<file path="src/rtl/cc_pkg.sv">
// Shared types and helpers for the condition-code unit: the {n,z,p} flag
// struct, branch-mask bit positions and the flag derivation function.
package cc_pkg;

  typedef struct packed {
    logic n;
    logic z;
    logic p;
  } cc_t;

  // Widest result the flag helper accepts; callers sign-extend into it.
  localparam int CC_MAX_W = 64;

  localparam int MASK_N = 2;
  localparam int MASK_Z = 1;
  localparam int MASK_P = 0;

  function automatic cc_t cc_flags(input logic [CC_MAX_W-1:0] data,
                                   input logic signed_mode);
    cc_t f;
    f.z = (data == '0);
    f.n = signed_mode & data[CC_MAX_W-1];
    f.p = ~f.n & ~f.z;
    return f;
  endfunction

endpackage

</file>
<file path="src/rtl/cc_fifo.sv">
// Circular queue of in-flight condition codes with push/pop/clear and
// occupancy count; the head entry is visible combinationally on dout.
module cc_fifo
  import cc_pkg::*;
#(
  parameter int DEPTH = 4
) (
  input  logic                       Clk,
  input  logic                       Reset,
  input  logic                       push,
  input  logic                       pop,
  input  logic                       clear,
  input  cc_t                        din,
  output cc_t                        dout,
  output logic                       full,
  output logic                       empty,
  output logic [$clog2(DEPTH+1)-1:0] count
);

  localparam int PTR_W = $clog2(DEPTH);
  localparam int CNT_W = $clog2(DEPTH+1);

  cc_t              mem [DEPTH];
  logic [PTR_W-1:0] wrPtr;
  logic [PTR_W-1:0] rdPtr;
  logic             doPush;
  logic             doPop;

  function automatic logic [PTR_W-1:0] nextPtr(input logic [PTR_W-1:0] ptr);
    return (ptr == PTR_W'(DEPTH - 1)) ? '0 : ptr + PTR_W'(1);
  endfunction

  assign full   = (count == CNT_W'(DEPTH));
  assign empty  = (count == '0);
  assign doPush = push & ~full;
  assign doPop  = pop & ~empty;
  assign dout   = mem[rdPtr];

  always_ff @(posedge Clk) begin
    if (doPush) mem[wrPtr] <= din;
  end

  // Clear wins over push/pop so a flush leaves the queue truly empty.
  always_ff @(posedge Clk or posedge Reset) begin
    if (Reset) begin
      wrPtr <= '0;
      rdPtr <= '0;
      count <= '0;
    end else if (clear) begin
      wrPtr <= '0;
      rdPtr <= '0;
      count <= '0;
    end else begin
      if (doPush) wrPtr <= nextPtr(wrPtr);
      if (doPop)  rdPtr <= nextPtr(rdPtr);
      case ({doPush, doPop})
        2'b10:   count <= count + CNT_W'(1);
        2'b01:   count <= count - CNT_W'(1);
        default: count <= count;
      endcase
    end
  end

endmodule

</file>
<file path="src/rtl/cc_unit.sv">
// Condition-code unit: speculative and committed NZP registers, an in-flight
// update queue so a flush can restore architectural flags, and branch bypass.
module cc_unit
  import cc_pkg::*;
#(
  parameter int         DATA_W   = 16,
  parameter int         DEPTH    = 4,
  parameter int         SIGNED   = 1,
  parameter logic [2:0] RESET_CC = 3'b000
) (
  input  logic                       Clk,
  input  logic                       Reset,
  input  logic                       cc_we,
  input  logic [DATA_W-1:0]          cc_data,
  output logic                       cc_ready,
  input  logic                       retire,
  input  logic                       flush,
  input  logic                       br_valid,
  input  logic [2:0]                 br_mask,
  output logic                       br_taken,
  output logic                       N,
  output logic                       Z,
  output logic                       P,
  output logic                       cN,
  output logic                       cZ,
  output logic                       cP,
  output logic [$clog2(DEPTH+1)-1:0] pending,
  output logic                       ovf_err,
  output logic                       udf_err
);

  cc_t                specCc;
  cc_t                commCc;
  cc_t                newCc;
  cc_t                headCc;
  cc_t                effCc;
  cc_t                commNext;
  logic [CC_MAX_W-1:0] dataExt;
  logic               full;
  logic               empty;
  logic               wrAcc;
  logic               rdAcc;

  assign dataExt = CC_MAX_W'($signed(cc_data));
  assign newCc   = cc_flags(dataExt, SIGNED != 0);

  assign cc_ready = ~full;
  assign wrAcc    = cc_we & ~full & ~flush;
  assign rdAcc    = retire & ~empty;

  // The retire is folded in before a flush reloads the speculative flags.
  assign commNext = rdAcc ? headCc : commCc;
  assign effCc    = wrAcc ? newCc : specCc;

  assign br_taken = br_valid & ~flush &
                    ((br_mask[MASK_N] & effCc.n) |
                     (br_mask[MASK_Z] & effCc.z) |
                     (br_mask[MASK_P] & effCc.p));

  assign {N, Z, P}    = specCc;
  assign {cN, cZ, cP} = commCc;

  cc_fifo #(
    .DEPTH (DEPTH)
  ) u_fifo (
    .Clk   (Clk),
    .Reset (Reset),
    .push  (wrAcc),
    .pop   (rdAcc),
    .clear (flush),
    .din   (newCc),
    .dout  (headCc),
    .full  (full),
    .empty (empty),
    .count (pending)
  );

  always_ff @(posedge Clk or posedge Reset) begin
    if (Reset) begin
      specCc  <= cc_t'(RESET_CC);
      commCc  <= cc_t'(RESET_CC);
      ovf_err <= 1'b0;
      udf_err <= 1'b0;
    end else begin
      commCc <= commNext;
      if (flush)      specCc <= commNext;
      else if (wrAcc) specCc <= newCc;
      if (cc_we && full && !flush) ovf_err <= 1'b1;
      if (retire && empty)         udf_err <= 1'b1;
    end
  end

endmodule

</file>
<file path="config.mk">
export PLATFORM = sky130hd
export DESIGN_NAME = cc_unit
export DESIGN_NICKNAME = d
export VERILOG_FILES = /design/src/rtl/cc_pkg.sv /design/src/rtl/cc_fifo.sv /design/src/rtl/cc_unit.sv
export SDC_FILE = /design/constraint.sdc
export NUM_CORES = 1
export LEC_CHECK = 0
export ABC_CLOCK_PERIOD_IN_PS = 5700
export CAP_MARGIN = 5
export CELL_PAD_IN_SITES_DETAIL_PLACEMENT = 0
export CELL_PAD_IN_SITES_GLOBAL_PLACEMENT = 1
export CORE_MARGIN = 5
export CORE_UTILIZATION = 35
export DETAILED_ROUTE_END_ITERATION = 6
export PLACE_DENSITY_LB_ADDON = 0.1
export SETUP_SLACK_MARGIN = 0.2
export SLEW_MARGIN = 5
export SYNTH_ARGS = -nofsm -noshare
export SYNTH_HDL_FRONTEND = slang
export SYNTH_SLANG_ARGS = --single-unit
</file>
<file path="constraint.sdc">
create_clock -name Clk -period 5.7 [get_ports Clk]
set_clock_uncertainty 0.15 [all_clocks]
set_input_delay 0.855 -clock Clk [delete_from_list [all_inputs] [get_ports Clk]]
set_output_delay 0.855 -clock Clk [all_outputs]
set_load 0.05 [all_outputs]
</file>
==> run metrics <==
outcome finished, final reports clean; Worst R2R Setup Slack 3.42 ns; Post-CTS Resized 0; max-slew violation count 0; HP Start ovf_err; non-filler cells, final 195; Cell Area, Synth 1351 sq um; commonest non-fill, non-tap cells in the layout clkdlybuf4s50_1, dfrtp_1, edfxtp_1; Finished Cell Area 1819 sq um; relative slew slack 59.75%; vias in the first global route about 1,000; maximum vdd drop 0.0001780 V; Final ANT Viol Nets 0; Cells after Synth 108; CTS tree built; crit start category input port; Most used DFF post-synth dfrtp_1; Post-DP Area ~1800 sq um; P per Cell Area 429.5 nW/um^2; Die Y ~72 microns; Sink Count 27; Leak Pwr around 0.71 nW; DR vias roughly 1,000; I/O Pins 38; setup-violating endpoint count in the final report 0; minimum clock period 4.267 ns; Hold Path End ovf_err; Post-synth EDFFs 12; CP Class input port to primary output; fmax approximately 230 MHz; most common cell after layout, fill and taps aside clkdlybuf4s50_1; largest net degree at the start of global routing 16; CP max FO 10; clock slew at reported path FFs 0.09 ns; drt first pass iters 4; Syn. warnings 0; Internal 0.4467 mW; Avg WL per Cell between 15 and 20 microns; worst min path class flip-flop to flip-flop; Initial Utilization 36.64%; post-CTS setup buffers 0; NetSw 0.3346 mW; reg2reg path depth 5; ant diodes 0; CP arrival 3.26 ns; Syn Area/Cell 12.51 sq um; synthesized flop and latch total 27; final net count 179; initial DRC count 43; CTS max path bufs 2; Root Driver clkbuf_8; sequential power share roughly 38%; r2r endpoint u_fifo.count[2]; RSZ-0062 raised after global routing false; first-pass GRT wire length 5064 microns; grt ovf 0; Placed Instances between 150 and 200; endpoints failing hold 0; WP data required about 4.7 ns; Syn Nets 139; max_cap viols 0; CTS HTree Levels 1; Worst-Margin Slew 0.6032 ns; Buffers on Ports 37; Critical R2R Launch u_fifo.count[0]; FP Rows 22; Crit. End Element primary output; post-synth cell types 41; Die X approximately 70 microns; Fin Setup TNS 0 ns; Die Footprint ~5200 sq um; Total Routing Usage GR 12.39%; Comb power frac 48.5%; clk_lat worst skew about 0.26 ns; vias per cell 5.103; RePlAce Congestion between 0.7 and 0.8; half-perimeter wire length after placement about 2400 microns; Synth-to-Final Area Change 34.63%; Num CTS Buffers 3; period utilization 74.85%; drt total wl 3010 microns; Clock Power Share 13.5%; share of cells above drive strength 1 between 10% and 20%; Core Footprint 3689 sq um; Sw Share ~43%; asr flop ratio synth 55.56%; hold path cells 1; hold buffers post-CTS 0; initial antenna violation count 0; DRC Markers 0; post-synthesis sequential area ratio 54.44%
power by group through the flow:
stage,Clock (mW),Sequential [mW],Combinational [mW]
finish,0.105,0.297,0.379
CTS,0.109,0.300,0.383
floorplan,0,0.404,0.148
global placement,0,0.301,0.382
detailed placement,0,0.304,0.381
global route,0.118,0.307,0.408
Yosys cell counts, drive strengths merged (2+ instances only):
| cell type | instances | area share [%] |
|---|---|---|
| o31ai | 2 | 1.5 |
| o21ai | 2 | 0.74 |
| and3 | 5 | 2.3 |
| a21o | 2 | 1.1 |
| a21oi | 5 | 2.7 |
| inv | 5 | 1.4 |
| a31oi | 2 | 0.93 |
| dfrtp | 15 | 28 |
| mux4 | 3 | 5.0 |
| nor3b | 2 | 1.9 |
| nand2 | 9 | 2.5 |
| nor2 | 6 | 1.7 |
| ha | 5 | 4.6 |
| edfxtp | 12 | 27 |
| nor4 | 4 | 1.9 |
| nor3 | 6 | 2.6 |
| mux2i | 2 | 1.5 |
| mux2 | 4 | 3.3 |
| nand3 | 2 | 0.74 |
metal layers:
metal  global-route usage [%]  routed length [microns]
met1                    16.23                     1321
met2                    21.03                     1548
met3                    1.801                      121
met4                    3.967                       19
met5                        0                        0
worst max-delay path: stages:
cell and delay (ns):
clkdlybuf4s50_1 0.58, nor4_1 0.22, and4_1 0.40, mux2i_1 0.23, o311a_1 0.18, clkdlybuf4s50_1 0.80
layout make-up:
| type | instances | area [sq um] |
|---|---|---|
| fillers | 357 | 1869 |
| flip-flops and latches | 27 | 735.7 |
| multi-input cells | 74 | 588.1 |
| repair buffers | 37 | 370.4 |
| well taps | 48 | 60.06 |
| clock buffers | 3 | 41.29 |
| inverters | 5 | 18.77 |
| clock inverters | 1 | 5.005 |
cells by family after synthesis:
logic type	synth area share, %
mux	9.814
fa+ha+maj	6.111
flops	54.44
simple gates	16.85
buf+inv	2.036
compound gates	10.74
how the worst max path moves through the flow:
stage / startpoint / end / cells after the start
final: cc_data[15] / br_taken / 6
after global routing: cc_data[15] / br_taken / 6
after CTS: cc_data[15] / br_taken / 6
after detailed placement: cc_data[15] / br_taken / 6
after global placement: cc_data[15] / br_taken / 6
after floorplan: cc_data[2] / br_taken / 5
through the flow:
stage               utilization, %  power, mW  hold slack (ns)  setup WS (ns)
global route                 49.32     0.8335           0.3642          1.286
finish                       49.32     0.7813           0.3160          1.433
CTS                          49.32     0.7920           0.3274          1.431
detailed placement           48.07     0.6855           0.3064          1.431
global placement             48.07     0.6823           0.2917          1.474
floorplan                        -     0.5521           0.4004          2.601
state kept, by name, indices dropped and copies added, names as in the netlist:
register      count
Z                 1
ovf_err           1
u_fifo.mem       12
udf_err           1
u_fifo.count      3
P                 1
u_fifo.wrPtr      2
cP                1
cN                1
u_fifo.rdPtr      2
N                 1
cZ                1
No activity file was read; power rests on OpenSTA's default activity.
